--- config.mk ---
export PLATFORM = sky130hd
export DESIGN_NAME = pulse_stretcher
export DESIGN_NICKNAME = d
export VERILOG_FILES = /design/src/rtl/pulse_pkg.sv /design/src/rtl/pulse_stretcher_ev.sv /design/src/rtl/pulse_stretcher.sv
export SDC_FILE = /design/constraint.sdc
export NUM_CORES = 1
export LEC_CHECK = 0
export ABC_AREA = 0
export BUFFER_PORTS_ARGS = -buffer_cell sky130_fd_sc_hd__buf_2
export CAP_MARGIN = 10
export CORE_AREA = 2 2 39 41
export CTS_BUF_LIST = sky130_fd_sc_hd__clkbuf_16
export DETAILED_ROUTE_END_ITERATION = 10
export DIE_AREA = 0 0 41 43
export PLACE_DENSITY = 0.64
export SLEW_MARGIN = 40
export SYNTH_ARGS = -nofsm -noshare
export SYNTH_HDL_FRONTEND = slang
export SYNTH_SLANG_ARGS = --single-unit
--- constraint.sdc ---
create_clock -name clk -period 5.4 [get_ports clk]
set_clock_uncertainty 0.2 [all_clocks]
set_input_delay 1.08 -clock clk [delete_from_list [all_inputs] [get_ports clk]]
set_output_delay 1.08 -clock clk [all_outputs]
set_load 0.1 [all_outputs]
--- src/rtl/pulse_pkg.sv ---
// Shared types and width helpers for the pulse stretcher.
// The width helpers keep the counter and queue exactly as wide as their largest value.
package pulse_pkg;

    typedef enum logic [1:0] {
        IDLE = 2'd0,
        HIGH = 2'd1,
        GAP  = 2'd2
    } state_e;

    function automatic int cnt_width(input int high_cycles, input int gap_cycles);
        int m;
        m = (high_cycles > gap_cycles) ? high_cycles : gap_cycles;
        if (m < 1) m = 1;
        return $clog2(m + 1);
    endfunction

    function automatic int pend_width(input int depth);
        return $clog2(depth + 1);
    endfunction

endpackage

--- src/rtl/pulse_stretcher_ev.sv ---
// Event qualifier: passes `in` through as a level event, or turns it into a
// single-cycle rising-edge event when EDGE_IN is set.
module pulse_stretcher_ev #(
    parameter int EDGE_IN = 0
) (
    input  logic clk,
    input  logic rst,
    input  logic in,
    output logic ev
);

    logic in_q;

    // Cleared to 0 so that `in` already high at reset release still counts as an edge.
    always_ff @(posedge clk or posedge rst) begin
        if (rst) begin
            in_q <= 1'b0;
        end else begin
            in_q <= in;
        end
    end

    assign ev = (EDGE_IN != 0) ? (in & ~in_q) : in;

endmodule

--- src/rtl/pulse_stretcher.sv ---
// Converts one-cycle event strobes into fixed-width high windows with a minimum
// low gap between windows, queueing events that arrive while a window is active.
module pulse_stretcher
    import pulse_pkg::*;
#(
    parameter int HIGH_CYCLES = 4,
    parameter int GAP_CYCLES  = 2,
    parameter int PEND_DEPTH  = 3,
    parameter int RETRIGGER   = 0,
    parameter int EDGE_IN     = 0
) (
    input  logic                              clk,
    input  logic                              rst,
    input  logic                              in,
    output logic                              out,
    output logic                              busy,
    output logic [pend_width(PEND_DEPTH)-1:0] pending,
    output logic                              drop
);

    localparam int CW = cnt_width(HIGH_CYCLES, GAP_CYCLES);
    localparam int PW = pend_width(PEND_DEPTH);

    localparam logic [CW-1:0] H_LOAD   = CW'(HIGH_CYCLES - 1);
    localparam logic [CW-1:0] G_LOAD   = (GAP_CYCLES > 0) ? CW'(GAP_CYCLES - 1) : '0;
    localparam logic [PW-1:0] PEND_MAX = PW'(PEND_DEPTH);

    if (HIGH_CYCLES < 1 || PEND_DEPTH < 1) begin : g_param_check
        $error("pulse_stretcher: HIGH_CYCLES and PEND_DEPTH must both be >= 1");
    end

    logic          ev;
    state_e        state_q, state_d;
    logic [CW-1:0] cnt_q, cnt_d;
    logic [PW-1:0] pend_q, pend_d;
    logic          out_q, out_d;
    logic          drop_q, drop_d;
    logic          win_end, queue_ev, consume;

    pulse_stretcher_ev #(
        .EDGE_IN(EDGE_IN)
    ) u_ev (
        .clk(clk),
        .rst(rst),
        .in (in),
        .ev (ev)
    );

    always_comb begin
        // NOTE: every signal written here gets a default first, so no path can infer a latch.
        state_d  = state_q;
        cnt_d    = cnt_q;
        pend_d   = pend_q;
        drop_d   = 1'b0;
        win_end  = 1'b0;
        queue_ev = 1'b0;
        consume  = 1'b0;

        unique case (state_q)
            IDLE: begin
                if (ev) begin
                    state_d = HIGH;
                    cnt_d   = H_LOAD;
                end
            end
            HIGH: begin
                if (ev && RETRIGGER != 0) begin
                    cnt_d = H_LOAD;
                end else begin
                    queue_ev = ev;
                    if (cnt_q != '0) begin
                        cnt_d = cnt_q - CW'(1);
                    end else if (GAP_CYCLES > 0) begin
                        state_d = GAP;
                        cnt_d   = G_LOAD;
                    end else begin
                        win_end = 1'b1;
                    end
                end
            end
            GAP: begin
                queue_ev = ev;
                if (cnt_q != '0) begin
                    cnt_d = cnt_q - CW'(1);
                end else begin
                    win_end = 1'b1;
                end
            end
            default: state_d = IDLE;
        endcase

        // An event arriving exactly at window end is queued and consumed in the same cycle.
        if (win_end) begin
            if (pend_q != '0 || ev) begin
                state_d = HIGH;
                cnt_d   = H_LOAD;
                consume = 1'b1;
            end else begin
                state_d = IDLE;
            end
        end

        if (queue_ev && !consume && pend_q == PEND_MAX) begin
            drop_d = 1'b1;
        end else begin
            pend_d = pend_q + PW'(queue_ev) - PW'(consume);
        end

        out_d = (state_d == HIGH);
    end

    // NOTE: sequential state uses non-blocking assignments so all flops update from pre-edge values.
    always_ff @(posedge clk or posedge rst) begin
        if (rst) begin
            state_q <= IDLE;
            cnt_q   <= '0;
            pend_q  <= '0;
            out_q   <= 1'b0;
            drop_q  <= 1'b0;
        end else begin
            state_q <= state_d;
            cnt_q   <= cnt_d;
            pend_q  <= pend_d;
            out_q   <= out_d;
            drop_q  <= drop_d;
        end
    end

    assign out     = out_q;
    assign busy    = (state_q != IDLE);
    assign pending = pend_q;
    assign drop    = drop_q;

endmodule

==> impl_summary.txt, run 1 <==
----------------------------------------------------
[Cells and area]
  Number of inserted filler cells in the final layout ... 130
  Layout cells sized above 1 ... 19.2%
  Diode insertion count for antenna repair ... 0
  Synth-to-Final Area Change ... 20.7%
  Core utilization of the finished layout ... 54.3%
  Number of nets in the final layout ... 88

[Timing]
  Final Max Slew Viols ... 0
  Setup violators final ... 0
  Part of the cycle the worst path needs ... 52.0%
  Post-route setup TNS ... 0 ns
  Min Tclk post-route ... 2.81 ns
  Setup repair after global routing missed its margin ... false
  Relative max-transition margin ... 67.8%
  Max frequency ... 356 MHz
  Pin slew with the least headroom to its limit ... 0.487 ns
  Final Hold Fails ... 0

[Die]
  Row count ... 14
  Initial standard-cell utilization of the core ... 45.0%
  Die Wd ... 41 µm
  Core region area ... 0.00138 mm²
  Die Outline Area ... 0.00176 mm²
  Num ports ... 8
  Floorplan die height ... 43 µm

[Yosys]
  Synth Area per Inst ... 9.89 µm²
  Biggest area consumer among synthesized cells ... dfrtp_1
  Share of synthesized flip-flops with an asynchronous set or reset ... 100%
  Synth Net Count ... 77
  Yosys warning count ... 0
  Number of synthesized flops with an enable pin ... 0
  Fraction of synthesized area in multiplexers ... 3.21%
  Synth Cell Area ... 623 µm²
  Synth Area in Simple Gates ... 7.23%
  Synth top area cells ... dfrtp_1 36%, ha_1 22%, inv_1 6.6%
  Netlist cell types ... 23
  Dominant combinational cell family by area after synthesis ... adder cells
  Cells after Synth ... 63
  Synth top area share ... 36.1%
  Post-Synth XOR/XNOR Area ... 1.41%
  Compound-cell area share of the yosys netlist ... 21.9%
  Sequential-to-total area share from yosys stat ... 36.1%
  Synth Area in Adders ... 22.1%
  Top cells by count, synth ... 11 x ha_1, 11 x inv_1, 9 x dfrtp_1
  Seq cells post-synth ... 9
  Top FF cell, synth ... dfrtp_1

[Global route]
  Wire length of the first global-routing pass ... 2010 µm
  Antenna violations before repair ... 0
  Largest net degree at the start of global routing ... 10
  Remaining global-route overflow ... 0
  Total global-route track usage ... 17.9%
  Via count of the first global-routing pass ... 469

[Routing]
  Total vias in the final route ... 481
  Average wire per standard cell ... 13.1 µm
  Initial detailed-routing violation count ... 8
  Number of remaining DRC errors ... 0
  Routed Wire Length ... 1160 µm
  Antenna viol nets, final ... 0
  1st-pass router iterations ... 3
  Via density ... 5.40

[Critical path]
  Endpoint kind of the worst setup timing path ... primary output
  Reg2Reg Launch Point ... cnt_q[0]$_DFF_PP0_
  CP Data Required Time ... 4.12 ns
  Data arrival at the endpoint of the critical path ... 1.53 ns
  Start point of the critical path ... state_q[0]$_DFF_PP0_
  Type of the worst setup path ... register to primary output
  Setup crit start kind ... register
  Crit-path max FO ... 6

[Clock tree]
  CTS Buf Count ... 3
  Hold Buf Count CTS ... 0
  Clock latency of the later-clocked register in the worst-skew pair ... 0.24 ns
  TritonCTS clock tree ... yes
  Total clock sinks ... 9
  Maximum number of buffers from clock root to sink ... 2
  Root buffer cell ... clkbuf_16
  Clock Pin Slew Worst Setup and Hold Paths ... 0.04 ns
  Max H-tree Level ... 1
  CTS resizes ... 0
  Post-CTS setup repair buffer count ... 0

[Min path]
  Hold Crit Start ... pending[1]$_DFFE_PP0N_
  Worst min-delay path category ... register to register

[Run status]
  Outcome ... complete, no violations

[Run]
  Number of max-capacitance violations reported ... 0

[Placed design]
  Number of buffer cells added on primary ports ... 7
  RePlAce Congestion ... 0.806
  Post-detail-place hpwl ... 813 µm

----------------------------------------------------
## metal layers
layer  up-vias  routed length [µm]  track usage, %
met4         0                  30            12.0
met1       224                 532            22.6
met2        10                 566            24.7
met3         4                  35            6.28
met5         -                   0               0
li1        243                   -               -
## final timing paths
path,endpoint,slack [ns],cells past startpoint
setup / recovery,busy,2.59,4
hold / removal,pending[1]$_DFFE_PP0N_,0.35,1
setup reg to reg,pending[0]$_DFFE_PP0N_,3.01,8
hold reg to reg,pending[1]$_DFFE_PP0N_,0.35,1
max in group asynchronous,state_q[0]$_DFF_PP0_,4.16,2
min in group asynchronous,cnt_q[2]$_DFF_PP0_,0.59,2
## logic make-up after synthesis
group           Yosys count
flops                     9
xor+xnor                  1
simple gates              8
compound gates           19
buf+inv                  13
fa+ha+maj                11
mux                       2
## cell type report
cell class,count,area (µm²),share of cell area (%)
Tap cell,16,20.0,2.66
Sequential cell,9,225,30.0
Clock inverter,1,3.75,0.499
Clock buffer,3,75.1,9.98
Inverter,12,45.0,5.99
Timing Repair Buffer,7,35.0,4.66
Multi-Input combinational cell,41,348,46.3
## critical path, stage by stage, from the launching register on
cell	delay (ns)
dfrtp_1	0.40
inv_1	0.10
ha_1	0.28
inv_1	0.09
buf_2	0.42
## state kept, by name, indices dropped and copies added, names as in the netlist
register,cells
out,1
pending,2
drop,1
state_q,2
cnt_q,3
## metrics by stage
step	setup WS (ns)	hold WS (ns)	cell area [µm²]	std cells
floorplan	2.79	0.336	623	63
global placement	2.59	0.341	673	85
detailed placement	2.58	0.345	673	85
CTS	2.60	0.350	752	89
global route	2.53	0.391	752	89
finish	2.59	0.347	752	89
## layout by cell type, fill, tap and decap left out
master,n
o221ai_1,1
a221oi_1,1
o311ai_2,1
a2111o_1,1
a2bb2oi_1,1
nor2b_1,1
nor2_1,1
and3_1,2
a22oi_1,1
clkbuf_16,3
xnor2_1,1
dfrtp_1,9
inv_2,1
or2_2,1
buf_2,7
a21oi_1,5
o21ai_0,5
nor2b_2,1
inv_1,12
a211oi_1,2
ha_1,11
a221o_1,1
nand2_1,2
mux2i_1,2
Power of run 1 is not shown: default switching activity piles up to over one toggle a cycle in this logic, so the estimate is an artifact.
==> run 2, diff against run 1 <==
--- a/config.mk
+++ b/config.mk
@@ -8,11 +8,11 @@
 export ABC_AREA = 0
 export BUFFER_PORTS_ARGS = -buffer_cell sky130_fd_sc_hd__buf_2
 export CAP_MARGIN = 10
-export CORE_AREA = 2 2 39 41
+export CORE_AREA = 2 2 40 42
 export CTS_BUF_LIST = sky130_fd_sc_hd__clkbuf_16
 export DETAILED_ROUTE_END_ITERATION = 10
-export DIE_AREA = 0 0 41 43
-export PLACE_DENSITY = 0.64
+export DIE_AREA = 0 0 42 44
+export PLACE_DENSITY = 0.63
 export SLEW_MARGIN = 40
 export SYNTH_ARGS = -nofsm -noshare
 export SYNTH_HDL_FRONTEND = slang
==> constraint.sdc (replaced) <==
create_clock -name clk -period 2.5 [get_ports clk]
set_clock_uncertainty 0.2 [all_clocks]
set_input_delay 0.5 -clock clk [delete_from_list [all_inputs] [get_ports clk]]
set_output_delay 0.5 -clock clk [all_outputs]
set_load 0.1 [all_outputs]
==> impl_summary.txt, run 2 (synthesis results as in run 1) <==
----------------------------------------------------
[Cells and area]
  Most frequent cells in the layout ... 12 x inv_1, 11 x ha_1, 9 x dfrtp_1
  Number of nets in the final layout ... 90
  Final std cells w/o fill ... 91
  Diode insertion count for antenna repair ... 0
  Leading cell type in the layout, fill and taps excluded ... inv_1
  Flip-flop count of the largest register after layout ... 3
  Biggest register ... cnt_q
  Core utilization of the finished layout ... 54.1%
  Number of inserted filler cells in the final layout ... 137
  Layout cells sized above 1 ... 21.3%
  Synth-to-Final Area Change ... 23.1%

[Placed design]
  Post-detail-place hpwl ... 918 µm
  Minimum setup slack after placement ... 0.203 ns
  Number of buffer cells added on primary ports ... 7
  RePlAce Congestion ... 0.805
  Cell total after placement ... 87

[Die]
  Core region area ... 0.00142 mm²
  Die Wd ... 42 µm
  Floorplan die height ... 44 µm
  Num ports ... 8
  Row count ... 14
  Initial standard-cell utilization of the core ... 43.9%
  Die Outline Area ... 0.00185 mm²

[Critical path]
  Setup crit start kind ... register
  Data arrival at the endpoint of the critical path ... 2.22 ns
  Cells along the critical path ... inv_1, ha_1, nor2b_2, o311ai_2, ha_1, inv_1, ha_1, or2_2
  Type of the worst setup path ... register to register
  Endpoint kind of the worst setup timing path ... register
  CP Data Required Time ... 2.42 ns
  Standard cell with the maximum stage delay on the critical path ... dfrtp_1
  CP peak stage delay ... 0.39 ns
  Cell repeated most along the worst path ... ha_1
  Crit-path max FO ... 6

[Clock tree]
  Root buffer cell ... clkbuf_16
  CTS resizes ... 0
  Hold Buf Count CTS ... 0
  Total clock sinks ... 9
  Clock latency of the later-clocked register in the worst-skew pair ... 0.24 ns
  TritonCTS clock tree ... yes
  Max H-tree Level ... 1
  Post-CTS setup repair buffer count ... 0
  Clock Pin Slew Worst Setup and Hold Paths ... 0.04 ns
  CTS Buf Count ... 3
  Maximum number of buffers from clock root to sink ... 2

[Routing]
  Average wire per standard cell ... 14.2 µm
  Initial detailed-routing violation count ... 5
  Via density ... 5.60
  Antenna viol nets, final ... 0
  1st-pass router iterations ... 2
  Number of remaining DRC errors ... 0
  Total vias in the final route ... 510
  Routed Wire Length ... 1290 µm

[Timing]
  Post-route setup TNS ... 0 ns
  Worst Slack Setup Final ... 0.198 ns
  Setup violators final ... 0
  Pin slew with the least headroom to its limit ... 0.487 ns
  Setup repair after global routing missed its margin ... false
  Final Hold Fails ... 0
  Relative max-transition margin ... 67.7%
  Final Max Slew Viols ... 0
  Min Tclk post-route ... 2.30 ns
  Part of the cycle the worst path needs ... 92.1%
  Max frequency ... 434 MHz

[Global route]
  Via count of the first global-routing pass ... 490
  Total global-route track usage ... 16.9%
  Antenna violations before repair ... 0
  Remaining global-route overflow ... 0
  Wire length of the first global-routing pass ... 2180 µm
  Largest net degree at the start of global routing ... 10

[Min path]
  Worst min-delay path category ... input pin to async pin

[Run status]
  Outcome ... complete, no violations

[Run]
  Number of max-capacitance violations reported ... 0

----------------------------------------------------
-- run 2: cell types whose count changed in the layout (fill, tap and decap cells not counted), sizes merged --
cell  change
buf       +2
-- run 2: final timing paths --
path	start	endpoint	slack (ns)	depth (start not counted)
max in group asynchronous	rst	state_q[0]$_DFF_PP0_	1.83	2
min in group clk	cnt_q[2]$_DFF_PP0_	cnt_q[2]$_DFF_PP0_	0.38	2
worst min-delay path	rst	out$_DFF_PP0_	0.01	2
worst max-delay path	cnt_q[0]$_DFF_PP0_	pending[0]$_DFFE_PP0N_	0.20	8
worst max register to register	cnt_q[0]$_DFF_PP0_	pending[0]$_DFFE_PP0N_	0.20	8
worst min register to register	cnt_q[2]$_DFF_PP0_	cnt_q[2]$_DFF_PP0_	0.38	2
-- run 2: metrics by stage --
| stage | instance area, µm² | hold WS (ns) |
|---|---|---|
| after global routing | 767 | 0.0524 |
| after CTS | 767 | 0.0301 |
| after detailed placement | 688 | 0.283 |
| after global placement | 688 | 0.277 |
| final | 767 | 0.0146 |
| after floorplan | 623 | 0.128 |
-- run 2: layout make-up --
class	count	area (µm²)	share of cell area, %
clock buffer	3	75.1	9.79
clock inverter	1	3.75	0.489
inverter	12	45.0	5.87
tap	16	20.0	2.61
sequential	9	225	29.4
timing repair buffer	9	50.0	6.53
multi-input combinational	41	348	45.4
-- run 2: worst max-delay path, delay by kind of cell (launching register included) --
kind | cells | cell delay (ns)
AOI/OAI and AO/OA | 1 | 0.17
adders and majority gates | 3 | 0.70
buffers and inverters | 2 | 0.12
DFF | 1 | 0.39
and+or+nand+nor | 2 | 0.60
-- run 2: layer usage --
layer  GRT usage (%)  up-vias  wire [µm]
met5               0        -          0
li1                -      248          -
met1            17.2      252        541
met4            11.6        0         36
met2            29.1        6        664
met3            6.25        4         50
Power of run 2 is left out for the same reason.
==> run 3, diff against run 2 <==
==> constraint.sdc (replaced) <==
create_clock -name clk -period 2.5 [get_ports clk]
set_clock_uncertainty 0.2 [all_clocks]
set_input_delay 0.125 -clock clk [delete_from_list [all_inputs] [get_ports clk]]
set_output_delay 0.125 -clock clk [all_outputs]
set_load 0.1 [all_outputs]
==> impl_summary.txt, run 3 (synthesis results as in run 1) <==
----------------------------------------------------
[Critical path]
  Reg2Reg Launch Point ... cnt_q[0]$_DFF_PP0_
  Worst path bufs/invs ... 2
  Family with the most delay on the worst path ... adder cells
  CP peak stage delay ... 0.39 ns
  Worst-case reg-to-reg path depth ... 8
  Crit-path max FO ... 6
  CP Data Required Time ... 2.42 ns
  Type of the worst setup path ... register to register
  Standard cell with the maximum stage delay on the critical path ... dfrtp_1
  Data arrival at the endpoint of the critical path ... 2.22 ns
  Number of cells on the critical path ... 8
  Cells along the critical path ... inv_1, ha_1, nor2b_2, o311ai_2, ha_1, inv_1, ha_1, or2_2
  Endpoint of the most critical register-to-register path ... pending[0]$_DFFE_PP0N_
  Internal reg-to-reg setup slack ... 0.20 ns
  Setup crit start kind ... register
  Cell repeated most along the worst path ... ha_1
  Endpoint kind of the worst setup timing path ... register

[Cells and area]
  Number of nets in the final layout ... 91
  Layout cells sized above 1 ... 21.1%
  Synth-to-Final Area Change ... 24.7%
  Flip-flop count of the largest register after layout ... 3
  Number of inserted filler cells in the final layout ... 138
  Leading cell type in the layout, fill and taps excluded ... inv_1
  Diode insertion count for antenna repair ... 0
  Core utilization of the finished layout ... 54.8%
  Most frequent cells in the layout ... 12 x inv_1, 11 x ha_1, 9 x dfrtp_1
  Biggest register ... cnt_q

[Global route]
  Total global-route track usage ... 17.1%
  Wire length of the first global-routing pass ... 2210 µm
  Remaining global-route overflow ... 0
  Via count of the first global-routing pass ... 502
  Largest net degree at the start of global routing ... 10
  Antenna violations before repair ... 0

[Clock tree]
  Max H-tree Level ... 1
  Clock Pin Slew Worst Setup and Hold Paths ... 0.04 ns
  Root buffer cell ... clkbuf_16
  TritonCTS clock tree ... yes
  Clock latency of the later-clocked register in the worst-skew pair ... 0.24 ns
  Post-CTS setup repair buffer count ... 0
  Total clock sinks ... 9
  CTS Buf Count ... 3
  Maximum number of buffers from clock root to sink ... 2

[Timing]
  Setup violators final ... 0
  Setup repair after global routing missed its margin ... false
  Relative max-transition margin ... 67.7%
  Post-route setup TNS ... 0 ns
  Pin slew with the least headroom to its limit ... 0.488 ns
  Final Max Slew Viols ... 0
  Max frequency ... 434 MHz
  Part of the cycle the worst path needs ... 92.1%
  Final Hold Fails ... 0
  Min Tclk post-route ... 2.30 ns

[Routing]
  Routed Wire Length ... 1310 µm
  Initial detailed-routing violation count ... 5
  Number of remaining DRC errors ... 0
  Via density ... 5.59
  Antenna viol nets, final ... 0
  1st-pass router iterations ... 2
  Average wire per standard cell ... 14.2 µm
  Total vias in the final route ... 514

[Min path]
  Hold Crit Start ... in
  Worst min-delay path endpoint ... cnt_q[1]$_DFF_PP0_
  Cell count of the worst hold path ... 3
  Worst min-delay path category ... input pin to register

[Run]
  Number of max-capacitance violations reported ... 0

[Die]
  Core region area ... 0.00142 mm²
  Row count ... 14
  Floorplan die height ... 44 µm
  Die Wd ... 42 µm
  Num ports ... 8
  Die Outline Area ... 0.00185 mm²
  Initial standard-cell utilization of the core ... 43.9%

[Placed design]
  Number of buffer cells added on primary ports ... 7
  Post-detail-place hpwl ... 918 µm
  RePlAce Congestion ... 0.805

[Run status]
  Outcome ... complete, no violations

----------------------------------------------------
## run 3: cell count changes in the layout (fill, tap and decap cells not counted)
cell / previous run / this run
dlygate4sd3_1: 0 / 1
## run 3: repair_timing
| item | 4_1_cts | 5_1_grt |
|---|---|---|
| hold buffers | 1 | 0 |
| resized for setup | 0 | 0 |
| hold endpoints to repair | 9 | 0 |
## run 3: metal layers
metal / vias up / track usage [%] / routed length [µm]
li1: 250 / - / -
met1: 254 / 17.2 / 543
met2: 6 / 29.7 / 674
met3: 4 / 6.25 / 50
met4: 0 / 11.6 / 36
met5: - / 0 / 0
## run 3: area by class of cell
class                           count  area, µm²  share of cell area [%]
Multi-Input combinational cell     41        348                    44.8
Timing Repair Buffer               10       60.1                    7.73
Inverter                           12       45.0                    5.80
Tap cell                           16       20.0                    2.58
Clock buffer                        3       75.1                    9.66
Sequential cell                     9        225                    29.0
Clock inverter                      1       3.75                   0.483
## run 3: how the worst max path moves through the flow
stage,start,end,slack (ns)
final,cnt_q[0]$_DFF_PP0_,pending[0]$_DFFE_PP0N_,0.20
after global routing,cnt_q[0]$_DFF_PP0_,pending[1]$_DFFE_PP0N_,0.03
after CTS,cnt_q[0]$_DFF_PP0_,pending[0]$_DFFE_PP0N_,0.20
after detailed placement,cnt_q[0]$_DFF_PP0_,pending[1]$_DFFE_PP0N_,0.20
after global placement,cnt_q[0]$_DFF_PP0_,pending[0]$_DFFE_PP0N_,0.24
after floorplan,pending[0]$_DFFE_PP0N_,pending[0]$_DFFE_PP0N_,0.04
## run 3: worst register-to-register path, stage by stage (launching register included)
cell and delay (ns):
dfrtp_1 0.39, inv_1 0.08, ha_1 0.14, nor2b_2 0.31
o311ai_2 0.17, ha_1 0.31, inv_1 0.04, ha_1 0.25
or2_2 0.29
## run 3: metrics by stage
| step | hold WS, ns | setup slack [ns] | area, µm² | instances |
|---|---|---|---|---|
| 2_1_floorplan | -0.247 | 0.0397 | 623 | 63 |
| 3_3_place_gp | -0.0981 | 0.244 | 688 | 87 |
| 4_1_cts | 0.136 | 0.196 | 777 | 92 |
| 5_1_grt | 0.156 | 0.0324 | 777 | 92 |
| 3_5_place_dp | -0.0924 | 0.203 | 688 | 87 |
| 6_report | 0.133 | 0.198 | 777 | 92 |
Power of run 3 is left out for the same reason.
